**src/rtl/muldiv_ctrl.sv**
```systemverilog
// muldiv_ctrl: iterative multiply/divide sequencer with architectural HI/LO.
//
// Runs MULT, MULTU, DIV and DIVU over WIDTH+2 busy cycles:
//   PREP: operands reduced to magnitudes and result signs recorded,
//   RUN : WIDTH shift-add (mul) or restoring shift-subtract (div) steps,
//   FIX : sign correction and writeback to HI/LO.
//
// Ports
//   clk, rst_n     clock (rising edge) and asynchronous active-low reset
//   start, op      launch request and opcode (00 MULT, 01 MULTU, 10 DIV, 11 DIVU),
//                  sampled only in IDLE
//   rs_val, rt_val multiplicand/dividend and multiplier/divisor, sampled with start
//   flush          synchronous abort of any operation in flight
//   mthi, mtlo     load wdata into HI / LO (IDLE only, start and flush take priority)
//   busy           high whenever an operation is in flight
//   done           one-cycle pulse when HI/LO take a new result
//   div_by_zero    one-cycle pulse with done for a divide by zero
//   hi, lo         architectural HI and LO registers
module muldiv_ctrl #(
  parameter int unsigned WIDTH = 32
) (
  input  logic             clk,
  input  logic             rst_n,
  input  logic             start,
  input  logic [1:0]       op,
  input  logic [WIDTH-1:0] rs_val,
  input  logic [WIDTH-1:0] rt_val,
  input  logic             flush,
  input  logic             mthi,
  input  logic             mtlo,
  input  logic [WIDTH-1:0] wdata,
  output logic             busy,
  output logic             done,
  output logic             div_by_zero,
  output logic [WIDTH-1:0] hi,
  output logic [WIDTH-1:0] lo
);

  localparam int unsigned CW = (WIDTH > 1) ? $clog2(WIDTH) : 1;
  localparam logic [CW-1:0] LAST = CW'(WIDTH - 1);

  typedef enum logic [1:0] {
    IDLE = 2'd0,
    PREP = 2'd1,
    RUN  = 2'd2,
    FIX  = 2'd3
  } state_t;

  state_t state, state_next;

  // Latched request
  logic [1:0]       op_q;
  logic [WIDTH-1:0] rs_q;
  logic [WIDTH-1:0] rt_q;

  // Iteration datapath
  logic [WIDTH-1:0] mag_b;   // multiplicand or divisor magnitude
  logic [2*WIDTH:0] acc;     // {partial/remainder (WIDTH+1), multiplier/quotient (WIDTH)}
  logic [CW-1:0]    cnt;
  logic             neg_q;   // product / quotient is negative
  logic             neg_r;   // remainder is negative (follows dividend)

  // Control strobes
  logic launch;
  logic mt_ok;
  logic commit;

  // ---------------------------------------------------------------------------
  // State register
  // ---------------------------------------------------------------------------
  always_ff @(posedge clk or negedge rst_n) begin
    if (!rst_n) begin
      state <= IDLE;
    end else begin
      state <= state_next;
    end
  end

  // ---------------------------------------------------------------------------
  // Next-state logic
  // ---------------------------------------------------------------------------
  always_comb begin
    state_next = state;
    unique case (state)
      IDLE: if (start && !flush) state_next = PREP;
      PREP: state_next = flush ? IDLE : RUN;
      RUN: begin
        if (flush)             state_next = IDLE;
        else if (cnt == LAST)  state_next = FIX;
      end
      FIX:  state_next = IDLE;
      default: state_next = IDLE;
    endcase
  end

  // ---------------------------------------------------------------------------
  // Output / strobe logic
  // ---------------------------------------------------------------------------
  always_comb begin
    busy   = (state != IDLE);
    launch = (state == IDLE) && start && !flush;
    mt_ok  = (state == IDLE) && !start && !flush;
    commit = (state == FIX) && !flush;
  end

  // ---------------------------------------------------------------------------
  // Arithmetic
  // ---------------------------------------------------------------------------
  logic             is_div;
  logic             is_signed;
  logic [WIDTH-1:0] rs_mag;
  logic [WIDTH-1:0] rt_mag;
  logic [WIDTH:0]   mul_sum;
  logic [2*WIDTH:0] mul_step;
  logic [2*WIDTH:0] div_shift;
  logic [WIDTH:0]   div_diff;
  logic             div_ok;
  logic [2*WIDTH:0] div_step;
  logic [2*WIDTH-1:0] prod_fix;
  logic [WIDTH-1:0] quot_fix;
  logic [WIDTH-1:0] rem_fix;
  logic             div_zero;

  always_comb begin
    is_div    = op_q[1];
    is_signed = !op_q[0];
    rs_mag    = (is_signed && rs_q[WIDTH-1]) ? -rs_q : rs_q;
    rt_mag    = (is_signed && rt_q[WIDTH-1]) ? -rt_q : rt_q;

    // Shift-add: add multiplicand into the upper half when the current
    // multiplier bit (acc[0]) is set, then shift the whole register right.
    mul_sum  = acc[2*WIDTH:WIDTH] + (acc[0] ? {1'b0, mag_b} : {(WIDTH+1){1'b0}});
    mul_step = {1'b0, mul_sum, acc[WIDTH-1:1]};

    // Restoring divide: shift the dividend bit into the remainder, subtract
    // the divisor if it fits and record a quotient bit in the vacated LSB.
    // The remainder is always below the divisor, so acc[2*WIDTH] is zero here.
    div_shift = {acc[2*WIDTH-1:0], 1'b0};
    div_ok    = div_shift[2*WIDTH:WIDTH] >= {1'b0, mag_b};
    div_diff  = div_shift[2*WIDTH:WIDTH] - {1'b0, mag_b};
    div_step  = div_ok ? {div_diff, div_shift[WIDTH-1:1], 1'b1} : div_shift;

    prod_fix = neg_q ? -acc[2*WIDTH-1:0] : acc[2*WIDTH-1:0];
    quot_fix = neg_q ? -acc[WIDTH-1:0] : acc[WIDTH-1:0];
    rem_fix  = neg_r ? -acc[2*WIDTH-1:WIDTH] : acc[2*WIDTH-1:WIDTH];
    div_zero = (rt_q == '0);
  end

  // ---------------------------------------------------------------------------
  // Datapath and architectural registers
  // ---------------------------------------------------------------------------
  always_ff @(posedge clk or negedge rst_n) begin
    if (!rst_n) begin
      op_q        <= '0;
      rs_q        <= '0;
      rt_q        <= '0;
      mag_b       <= '0;
      acc         <= '0;
      cnt         <= '0;
      neg_q       <= 1'b0;
      neg_r       <= 1'b0;
      hi          <= '0;
      lo          <= '0;
      done        <= 1'b0;
      div_by_zero <= 1'b0;
    end else begin
      done        <= 1'b0;
      div_by_zero <= 1'b0;

      if (launch) begin
        op_q <= op;
        rs_q <= rs_val;
        rt_q <= rt_val;
      end

      if (state == PREP) begin
        mag_b <= is_div ? rt_mag : rs_mag;
        acc   <= {{(WIDTH+1){1'b0}}, (is_div ? rs_mag : rt_mag)};
        neg_q <= is_signed && (rs_q[WIDTH-1] ^ rt_q[WIDTH-1]);
        neg_r <= is_signed && rs_q[WIDTH-1];
        cnt   <= '0;
      end

      if (state == RUN) begin
        acc <= is_div ? div_step : mul_step;
        cnt <= cnt + CW'(1);
      end

      // Most-negative / -1 needs no special case: the magnitude quotient
      // 2^(WIDTH-1) negates back onto itself and the remainder is zero.
      if (commit) begin
        done <= 1'b1;
        if (is_div) begin
          if (div_zero) begin
            lo          <= '1;
            hi          <= rs_q;
            div_by_zero <= 1'b1;
          end else begin
            lo <= quot_fix;
            hi <= rem_fix;
          end
        end else begin
          {hi, lo} <= prod_fix;
        end
      end else if (mt_ok) begin
        if (mthi) hi <= wdata;
        if (mtlo) lo <= wdata;
      end
    end
  end

endmodule

```
**config.mk**
```make
export PLATFORM = sky130hd
export DESIGN_NAME = muldiv_ctrl
export DESIGN_NICKNAME = d
export VERILOG_FILES = /design/src/rtl/muldiv_ctrl.sv
export SDC_FILE = /design/constraint.sdc
export NUM_CORES = 1
export LEC_CHECK = 0
export CAP_MARGIN = 30
export CORE_AREA = 2 2 279 281
export DETAILED_ROUTE_END_ITERATION = 8
export DIE_AREA = 0 0 281 283
export GPL_TIMING_DRIVEN = 0
export PLACE_DENSITY_LB_ADDON = 0.1
export SETUP_SLACK_MARGIN = 0.3
export SLEW_MARGIN = 20
export SYNTH_ARGS = -nofsm -noshare
export SYNTH_HDL_FRONTEND = slang
export SYNTH_SLANG_ARGS = --single-unit
export TNS_END_PERCENT = 50
```
**constraint.sdc**
```tcl
create_clock -name clk -period 4.4 [get_ports clk]
set_clock_uncertainty 0.2 [all_clocks]
set_input_delay 0.44 -clock clk [delete_from_list [all_inputs] [get_ports clk]]
set_output_delay 0.44 -clock clk [all_outputs]
set_load 0.005 [all_outputs]
```
==> impl_metrics.ini, run 1 <==
[outcome]
status = finished, final reports clean

[clocking]
clock_latency_ns = 0.61
clk_pin_slew_ns = 0.06
numCtsBuffers = 30
tritoncts = done
cts_sinks = 238
htreeDepth = 1
clockRootBuffer = clkbuf_16
clock_path_buffers = 3

[drt]
wirelength_mm = 94.2
drt_pass1_iterations = 6
vias_per_cell = 5.46
wl_per_cell_um = 27.1
drtIter0Drc = 1761
ant_nets = 0
dr_total_vias = 19000
route.detailed.drc = 0

[pwr]
irDropWorstVdd_mv = 0.399
p_sw_mw = 9.82
clock_power_share = 0.139
power_per_cell_area_nw_per_um2 = 812
power.total_mw = 18.9
internal-power_mw = 9.06
seqPwrFrac = 0.250
power_leakage_nw = 9.42
combPwrFrac = 0.610
p_sw_frac = 0.520

[logic_synthesis]
synthDistinctLibCells = 84
yosys_warnings = 0
synth.area.top_cells = dfrtp_1 31%, mux2i_1 5.7%, ha_1 5.0%
ys_seq_area_frac = 0.315
avgSynthCellArea_um2 = 8.57
ys_ff_latch = 238
yosysTopAreaCellShare = 0.315
synth_area_um2 = 18900
async_flop_share = 1.00
synthFlopType = dfrtp_1
synth_top_area_cell = dfrtp_1
synth.most_common_cell = dfrtp_1
synth_edf_count = 0
netlist_top_cells_count = 238 x dfrtp_1, 193 x nor2_1, 191 x nand2_1, 174 x o21ai_0, 145 x a21oi_1
syn_inst = 2208
syn_nets = 2389

[sta]
finalCriticalPeriod_ns = 4.07
timing.hold.ws_ns = 0.173
fmax_ghz = 0.246
max_slew.worst_pin.slew_ns = 1.06
min_period_over_period = 0.925
hold_viol_final = 0
fin_setup_tns_ns = 0
worst_slack_ns = 0.332
relSlewSlack = 0.295
drv_slew = 0
rsz0062_at_grt = yes
setup_viol = 0

[critical_path]
cp_max_fo = 10
critical-path-top-delay-family = compound AO/OA/AOI/OAI gates
reg2regPathDepth = 12
slowest_stage = or3b_2
crit_chain = inv_1, ha_1, a21oi_1, o21a_1, or3b_2, o211ai_1, a2111oi_4, buf_4, nor2_4, buf_2, a31oi_1, a32o_1
critical_path_class = flop to flop
worst-path-buf-inv = 3
worstPathRequired_ns = 4.69
rrSetupSlack_ns = 0.33
critPathCaptureType = flop
startpoint_type = flop
cp.arrival_ns = 4.36
rr_endpoint = acc[56]
r2r_start = mag_b[12]
crit_path_max_incr_delay_ns = 0.52

[placed_design]
gp_congestion = 0.933
hpwl_mm = 76.0
port_buffers = 170
place_ws_ns = -0.335
placedCellCount = 3425

[floorplanning]
start_util = 0.247
ios = 171
die_height_um = 283
die_w_um = 281
coreArea_um2 = 76700
rows = 102
die-area_um2 = 79500

[global_route]
grt_overflow = 0
track_usage = 0.232
grt_pass1_vias = 18800
grt_max_degree = 91
antenna_found_initial = 3
grt_first_pass_wirelength_mm = 135

[finish]
n_antenna_cell = 0
multi_input_area_um2 = 12200
regArea_um2 = 5960
final_cell_count_no_fill = 3483
finalNetCount = 2604
synthToLayoutAreaGrowth_pct = 23.0
layout-drive-gt1-share = 0.0905
fillers = 8184

[min_path]
hp-class = input pin to async pin

[flow_run]
maxCapViolCount = 0
## worst max-delay path by stage
| stage | start | slack, ns | end | cells after the start |
|---|---|---|---|---|
| 3_5_place_dp | acc[54] | -0.34 | acc[60] | 11 |
| 5_1_grt | acc[0] | 0.29 | acc[62] | 13 |
| 3_3_place_gp | rst_n | -8.73 | acc[54] | 1 |
| 4_1_cts | acc[54] | 0.22 | acc[60] | 11 |
| 6_report | mag_b[12] | 0.33 | acc[56] | 12 |
| 2_1_floorplan | acc[33] | 0.93 | hi[26] | 12 |
## worst register-to-register path, cell delays in order (launching register included)
cell and delay (ns):
dfrtp_1 0.36, inv_1 0.23, ha_1 0.36, a21oi_1 0.25, o21a_1 0.18, or3b_2 0.52
o211ai_1 0.38, a2111oi_4 0.13, buf_4 0.19, nor2_4 0.29, buf_2 0.42, a31oi_1 0.15
a32o_1 0.27
## state kept, by name, summed over array words and instances, names as in the netlist
name,flops
acc,65
cnt,5
div_by_zero,1
done,1
hi,32
lo,32
mag_b,32
neg_q,1
neg_r,1
op_q,2
rs_q,32
rt_q,32
state,2
## routing by layer
metal	track usage	part of all wire	vias up
met4	0.0606	0.029	0
met5	0	0	-
met3	0.0317	0.062	135
met1	0.334	0.46	9642
met2	0.363	0.45	754
li1	-	-	8489
## metrics by stage
stage                     cell area [um^2]   util
after global placement               21900  0.286
after global routing                 23300  0.303
after floorplan                      18900      -
after detailed placement             22000  0.287
final                                23300  0.303
after CTS                            23100  0.302
## power groups by stage
stage | combinational [mW] | clock [mW] | sequential, mW
after detailed placement | 11.3 | 0 | 4.70
after floorplan | 7.05 | 0 | 3.96
after global placement | 11.2 | 0 | 4.70
after CTS | 11.4 | 2.69 | 4.68
after global routing | 12.4 | 2.77 | 4.82
final | 11.5 | 2.63 | 4.72
## logic make-up (layout without fill, tap and decap cells)
kind of cell	after synthesis	count (layout)	synth area share
muxes	197	197	0.120
AOI/OAI and AO/OA	644	644	0.222
buffers and inverters	231	466	0.0484
adders and majority gates	77	77	0.0517
and+or+nand+nor	652	652	0.164
xor gates and xnor gates	169	169	0.0783
DFF	238	238	0.315
## what timing repair did
action	in CTS	in global routing
endpoints found under the setup margin	44	34
hold endpoints to repair	67	0
setup buffers	0	1
resized for setup	18	28
hold buffers	1	0
pin swaps	0	1
## cell type report
type / instances / share of cell area
plain buffers: 148 / 0.0265
inverters: 83 / 0.0135
repair buffers: 183 / 0.0804
clock buffers: 38 / 0.0353
flip-flops and latches: 238 / 0.256
well taps: 1040 / 0.0560
clock inverters: 14 / 0.00759
multi-input cells: 1739 / 0.524
## placed cells by master, fill, tap and decap left out, types with 81 or more instances in the layout
cell type	netlist	routed
xnor2_1	84	84
a21oi_1	145	142
nor2_1	193	192
xor2_1	85	85
mux2i_1	108	108
inv_1	82	81
clkdlybuf4s50_1	0	169
dfrtp_1	238	233
nand2_1	191	190
clkbuf_1	129	125
o21ai_0	174	172
Note: power is estimated with default switching activity, not from simulation.
==> inputs of run 2 (changes only) <==
Settings changed: CORE_AREA 2 2 279 281 to 2 2 198 395, DIE_AREA 0 0 281 283 to 0 0 200 397.
==> run 2 against run 1 <==
Effect of this change: routed wire length grew 0.74%; design area rose by 0.32%; clock power is 3% higher; worst setup slack better by 0.022 ns; largest cell class unchanged; cell count down 0.37%; combinational power barely moved; highest routed layer unchanged; core utilization increased by 0.15 points; critical path depth is the same; non-clock buffer count up 5; register-to-register slack gained 0.02 ns; die area shrank 0.15%.
==> impl_metrics.ini, run 2 (same netlist as run 1, synthesis figures left out) <==
[clocking]
clock_latency_ns = 0.61
clockRootBuffer = clkbuf_16
htreeDepth = 1
cts_sinks = 238
numCtsBuffers = 28
tritoncts = done
clock_path_buffers = 3
clk_pin_slew_ns = 0.08

[drt]
drt_pass1_iterations = 5
vias_per_cell = 5.27
route.detailed.drc = 0
drtIter0Drc = 1222
dr_total_vias = 18300
wirelength_mm = 94.9
wl_per_cell_um = 27.4
ant_nets = 0

[sta]
max_slew.worst_pin.slew_ns = 1.03
worst_slack_ns = 0.353
hold_viol_final = 0
setup_viol = 0
min_period_over_period = 0.920
finalCriticalPeriod_ns = 4.05
relSlewSlack = 0.315
rsz0062_at_grt = yes
fmax_ghz = 0.247
drv_slew = 0

[flow_run]
maxCapViolCount = 0

[global_route]
grt_busiest_layer = met2
grtUsageMet1 = 0.300
grt_pass1_vias = 18400
grt_overflow = 0
antenna_found_initial = 0
grt_first_pass_wirelength_mm = 135
met2_usage = 0.400
met3_usage = 0.0219
grt_max_degree = 79
track_usage = 0.237

[floorplanning]
die_w_um = 200
ios = 171
die_height_um = 397
rows = 144
start_util = 0.247
die-area_um2 = 79400
coreArea_um2 = 76600

[placed_design]
gp_congestion = 0.934
hpwl_mm = 77.2
placedCellCount = 3412
place_ws_ns = -0.314
port_buffers = 170

[finish]
final_cell_mix = 235 x dfrtp_1, 191 x nor2_1, 190 x nand2_1
final_common_cell = dfrtp_1
synthToLayoutAreaGrowth_pct = 23.3
largest_register_ff_count = 65
n_antenna_cell = 0
top_register = acc
final_cell_count_no_fill = 3470
finalNetCount = 2607
layout-drive-gt1-share = 0.0944

[critical_path]
worstPathRequired_ns = 4.67
startpoint_type = flop
critPathCaptureType = flop
critical_path_class = flop to flop
cp.arrival_ns = 4.32
cp_max_fo = 9

[pwr]
irDropWorstVdd_mv = 0.368
power_leakage_nw = 9.45
power_per_cell_area_nw_per_um2 = 809

[min_path]
hp-class = input pin to async pin

[outcome]
status = finished, final reports clean
-- run 2: changes by cell type in the layout (fill, tap and decap cells not counted), sizes merged, moves of 3 or more --
cell / previous run / this run
clkbuf: 165 / 160
buf: 34 / 38
clkinvlp: 1 / 5
bufinv: 3 / 6
clkinv: 11 / 8
-- run 2: area by class of cell --
class	count	area [um^2]
Clock inverter	19	282
Timing Repair Buffer	188	1930
Fill cell	8218	53200
Multi-Input combinational cell	1739	12200
Buffer	148	621
Clock buffer	33	749
Inverter	83	315
Sequential cell	238	5960
Tap cell	1022	1280
-- run 2: power by group --
group	switching, mW	total, mW	leakage [nW]	internal [mW]
clock network	1.14	2.72	0.494	1.58
registers	1.48	4.67	2.92	3.19
logic	7.09	11.5	6.04	4.41
total	9.70	18.9	9.45	9.17
-- run 2: critical path: stages, from the launching register on --
cell,delay [ns]
dfrtp_2,0.52
inv_1,0.21
ha_1,0.25
or3b_1,0.37
buf_6,0.15
or4_4,0.57
or4_1,0.47
buf_2,0.20
nor2_1,0.11
a21oi_1,0.06
or4_1,0.40
o2111ai_1,0.26
o21ai_1,0.12
-- run 2: worst paths after layout --
check | slack [ns] | startpoint | to | depth (start not counted)
hold reg to reg | 0.34 | cnt[0] | cnt[0] | 1
min in group clk | 0.24 | rs_val[22] | rs_q[22] | 2
setup / recovery | 0.35 | acc[32] | hi[22] | 12
max in group asynchronous | 2.78 | rst_n | lo[12] | 4
setup reg to reg | 0.35 | acc[32] | hi[22] | 12
hold / removal | 0.06 | rst_n | acc[48] | 2
-- run 2: per-layer routing --
layer	share of wire	routed length [um]
met1	0.42	39600
met2	0.48	45300
met3	0.047	4430
met4	0.059	5590
met5	0	0
-- run 2: metrics by stage --
step / total power, mW / instance area, um^2 / TNS [ns] / hold WS (ns) / util
final: 18.9 / 23300 / 0 / 0.0603 / 0.305
after global routing: 20.0 / 23300 / 0 / 0.0832 / 0.305
after CTS: 18.8 / 23200 / 0 / 0.0545 / 0.303
after detailed placement: 16.0 / 22100 / -2.79 / 0.0950 / 0.288
after global placement: 15.9 / 21900 / -2168.01 / 0.320 / 0.286
after floorplan: 11.0 / 18900 / 0 / -0.0556 / -
-- run 2: what timing repair did --
item                                   CTS  global route
setup endpoints to repair               34            48
gates resized for setup                 21            27
hold buffers                             1             0
pin swaps                                1             2
endpoints found under the hold margin   91             0
buffers inserted                         1             2
==> inputs of run 3 (changes only) <==
Settings changed: CAP_MARGIN 30 to default.
==> run 3 against run 2 <==
Effect of this change: design area shrank 0.36%; cell count decreased by 0.17%; die area did not move; via count rose by 0.28%; non-clock buffer count down 7; first-iteration DRC count up 3.3%; core utilization down 0.11 points; sequential cell count stayed put; largest power group unchanged; clock-buffer cell count increased by 4; power is 0.81% lower; combinational power about the same; maximum frequency increased by 1.3%.
==> impl_metrics.ini, run 3 (same netlist as run 1, synthesis figures left out) <==
[outcome]
status = finished, final reports clean

[clocking]
clk_pin_slew_ns = 0.07
htreeDepth = 1
cts_sinks = 238
clock_latency_ns = 0.62
numCtsBuffers = 29
clock_path_buffers = 3
clockRootBuffer = clkbuf_16
tritoncts = done

[pwr]
irDropWorstVdd_mv = 0.368
power_per_cell_area_nw_per_um2 = 805
power.total_mw = 18.7
power_leakage_nw = 9.42

[finish]
final_util = 0.304
fin_area_um2 = 23200
layout-drive-gt1-share = 0.0942
top_register = acc
finalNetCount = 2601
final_cell_mix = 234 x dfrtp_1, 191 x nor2_1, 190 x nand2_1
final_common_cell = dfrtp_1
largest_register_ff_count = 65
synthToLayoutAreaGrowth_pct = 22.9
n_antenna_cell = 0
final_cell_count_no_fill = 3464

[floorplanning]
die_height_um = 397
die-area_um2 = 79400
rows = 144
ios = 171
coreArea_um2 = 76600
start_util = 0.247
die_w_um = 200

[critical_path]
critPathCaptureType = flop
worstPathRequired_ns = 4.64
reg2regPathDepth = 12
cp.arrival_ns = 4.24
startpoint_type = flop
cp_max_fo = 10
critical_path_class = flop to flop

[global_route]
grt_overflow = 0
grt_first_pass_wirelength_mm = 135
grt_max_degree = 79
grt_pass1_vias = 18500
antenna_found_initial = 0
track_usage = 0.237

[flow_run]
maxCapViolCount = 0

[sta]
rsz0062_at_grt = no
hold_viol_final = 0
relSlewSlack = 0.186
drv_slew = 0
setup_viol = 0
min_period_over_period = 0.908
worst_slack_ns = 0.405
fmax_ghz = 0.250
max_slew.worst_pin.slew_ns = 1.22
finalCriticalPeriod_ns = 4.00

[drt]
drtIter0Drc = 1262
wirelength_mm = 95.1
vias_per_cell = 5.30
wl_per_cell_um = 27.5
route.detailed.drc = 0
dr_total_vias = 18300
ant_nets = 0
drt_pass1_iterations = 6

[placed_design]
place_ws_ns = -0.432
port_buffers = 170
gp_congestion = 0.934
hpwl_mm = 77.4
dpl_cell_area_um2 = 22000
placedCellCount = 3406

[min_path]
hp-class = input pin to async pin
==> run 3: cell count changes in the layout (fill, tap and decap cells not counted), sizes merged <==
cell	previous run	this run
clkinvlp	5	2
bufinv	6	3
clkinv	8	11
clkdlybuf4s15	1	0
clkbuf	160	165
buf	38	31
==> run 3: worst max-delay path, stage by stage, from the launching register on <==
cell	delay, ns
dfrtp_1	0.37
clkinvlp_4	0.29
ha_1	0.48
a21oi_1	0.27
o21a_1	0.18
or3b_2	0.48
o211ai_1	0.19
buf_4	0.16
a2111o_1	0.24
nand2_4	0.16
clkbuf_4	0.27
a31oi_1	0.33
o21ai_0	0.18
==> run 3: metrics by stage <==
step / hold slack, ns / setup TNS [ns]
detailed placement: 0.0944 / -4.36
CTS: 0.0515 / 0
global placement: 0.320 / -2168.01
floorplan: -0.0556 / 0
global route: 0.0848 / 0
finish: 0.0542 / 0
==> run 3: worst paths after layout <==
path | slack, ns | from | endpoint
max in group asynchronous | 2.77 | rst_n | mag_b[11]
setup / recovery | 0.40 | mag_b[12] | acc[61]
min in group clk | 0.24 | rs_val[26] | rs_q[26]
hold reg to reg | 0.34 | mag_b[31] | mag_b[31]
hold / removal | 0.05 | rst_n | acc[46]
setup reg to reg | 0.40 | mag_b[12] | acc[61]
==> run 3: cell type report <==
cell class | instances | area, um^2
Sequential cell | 238 | 5960
Multi-Input combinational cell | 1739 | 12200
Clock buffer | 37 | 816
Inverter | 83 | 318
Fill cell | 8334 | 53300
Clock inverter | 16 | 188
Buffer | 148 | 623
Timing Repair Buffer | 181 | 1850
Tap cell | 1022 | 1280
==> run 3: routing by layer <==
metal / GRT usage / vias up / part of all wire
met5: 0 / - / 0
met2: 0.398 / 635 / 0.48
met1: 0.300 / 9023 / 0.42
met4: 0.117 / 0 / 0.055
li1: - / 8529 / -
met3: 0.0263 / 162 / 0.049
==> run 3: what timing repair did <==
action | CTS | global route
setup endpoints to repair | 32 | 47
hold buffers | 1 | 0
gates resized for setup | 24 | 33
pin swaps | 2 | 1
setup buffers | 2 | 2
endpoints found under the hold margin | 91 | 0
==> run 3: power breakdown <==
part / total (mW) / switching, mW / internal, mW
combinational: 11.4 / 7.09 / 4.34
clock: 2.62 / 1.13 / 1.49
sequential: 4.68 / 1.49 / 3.19
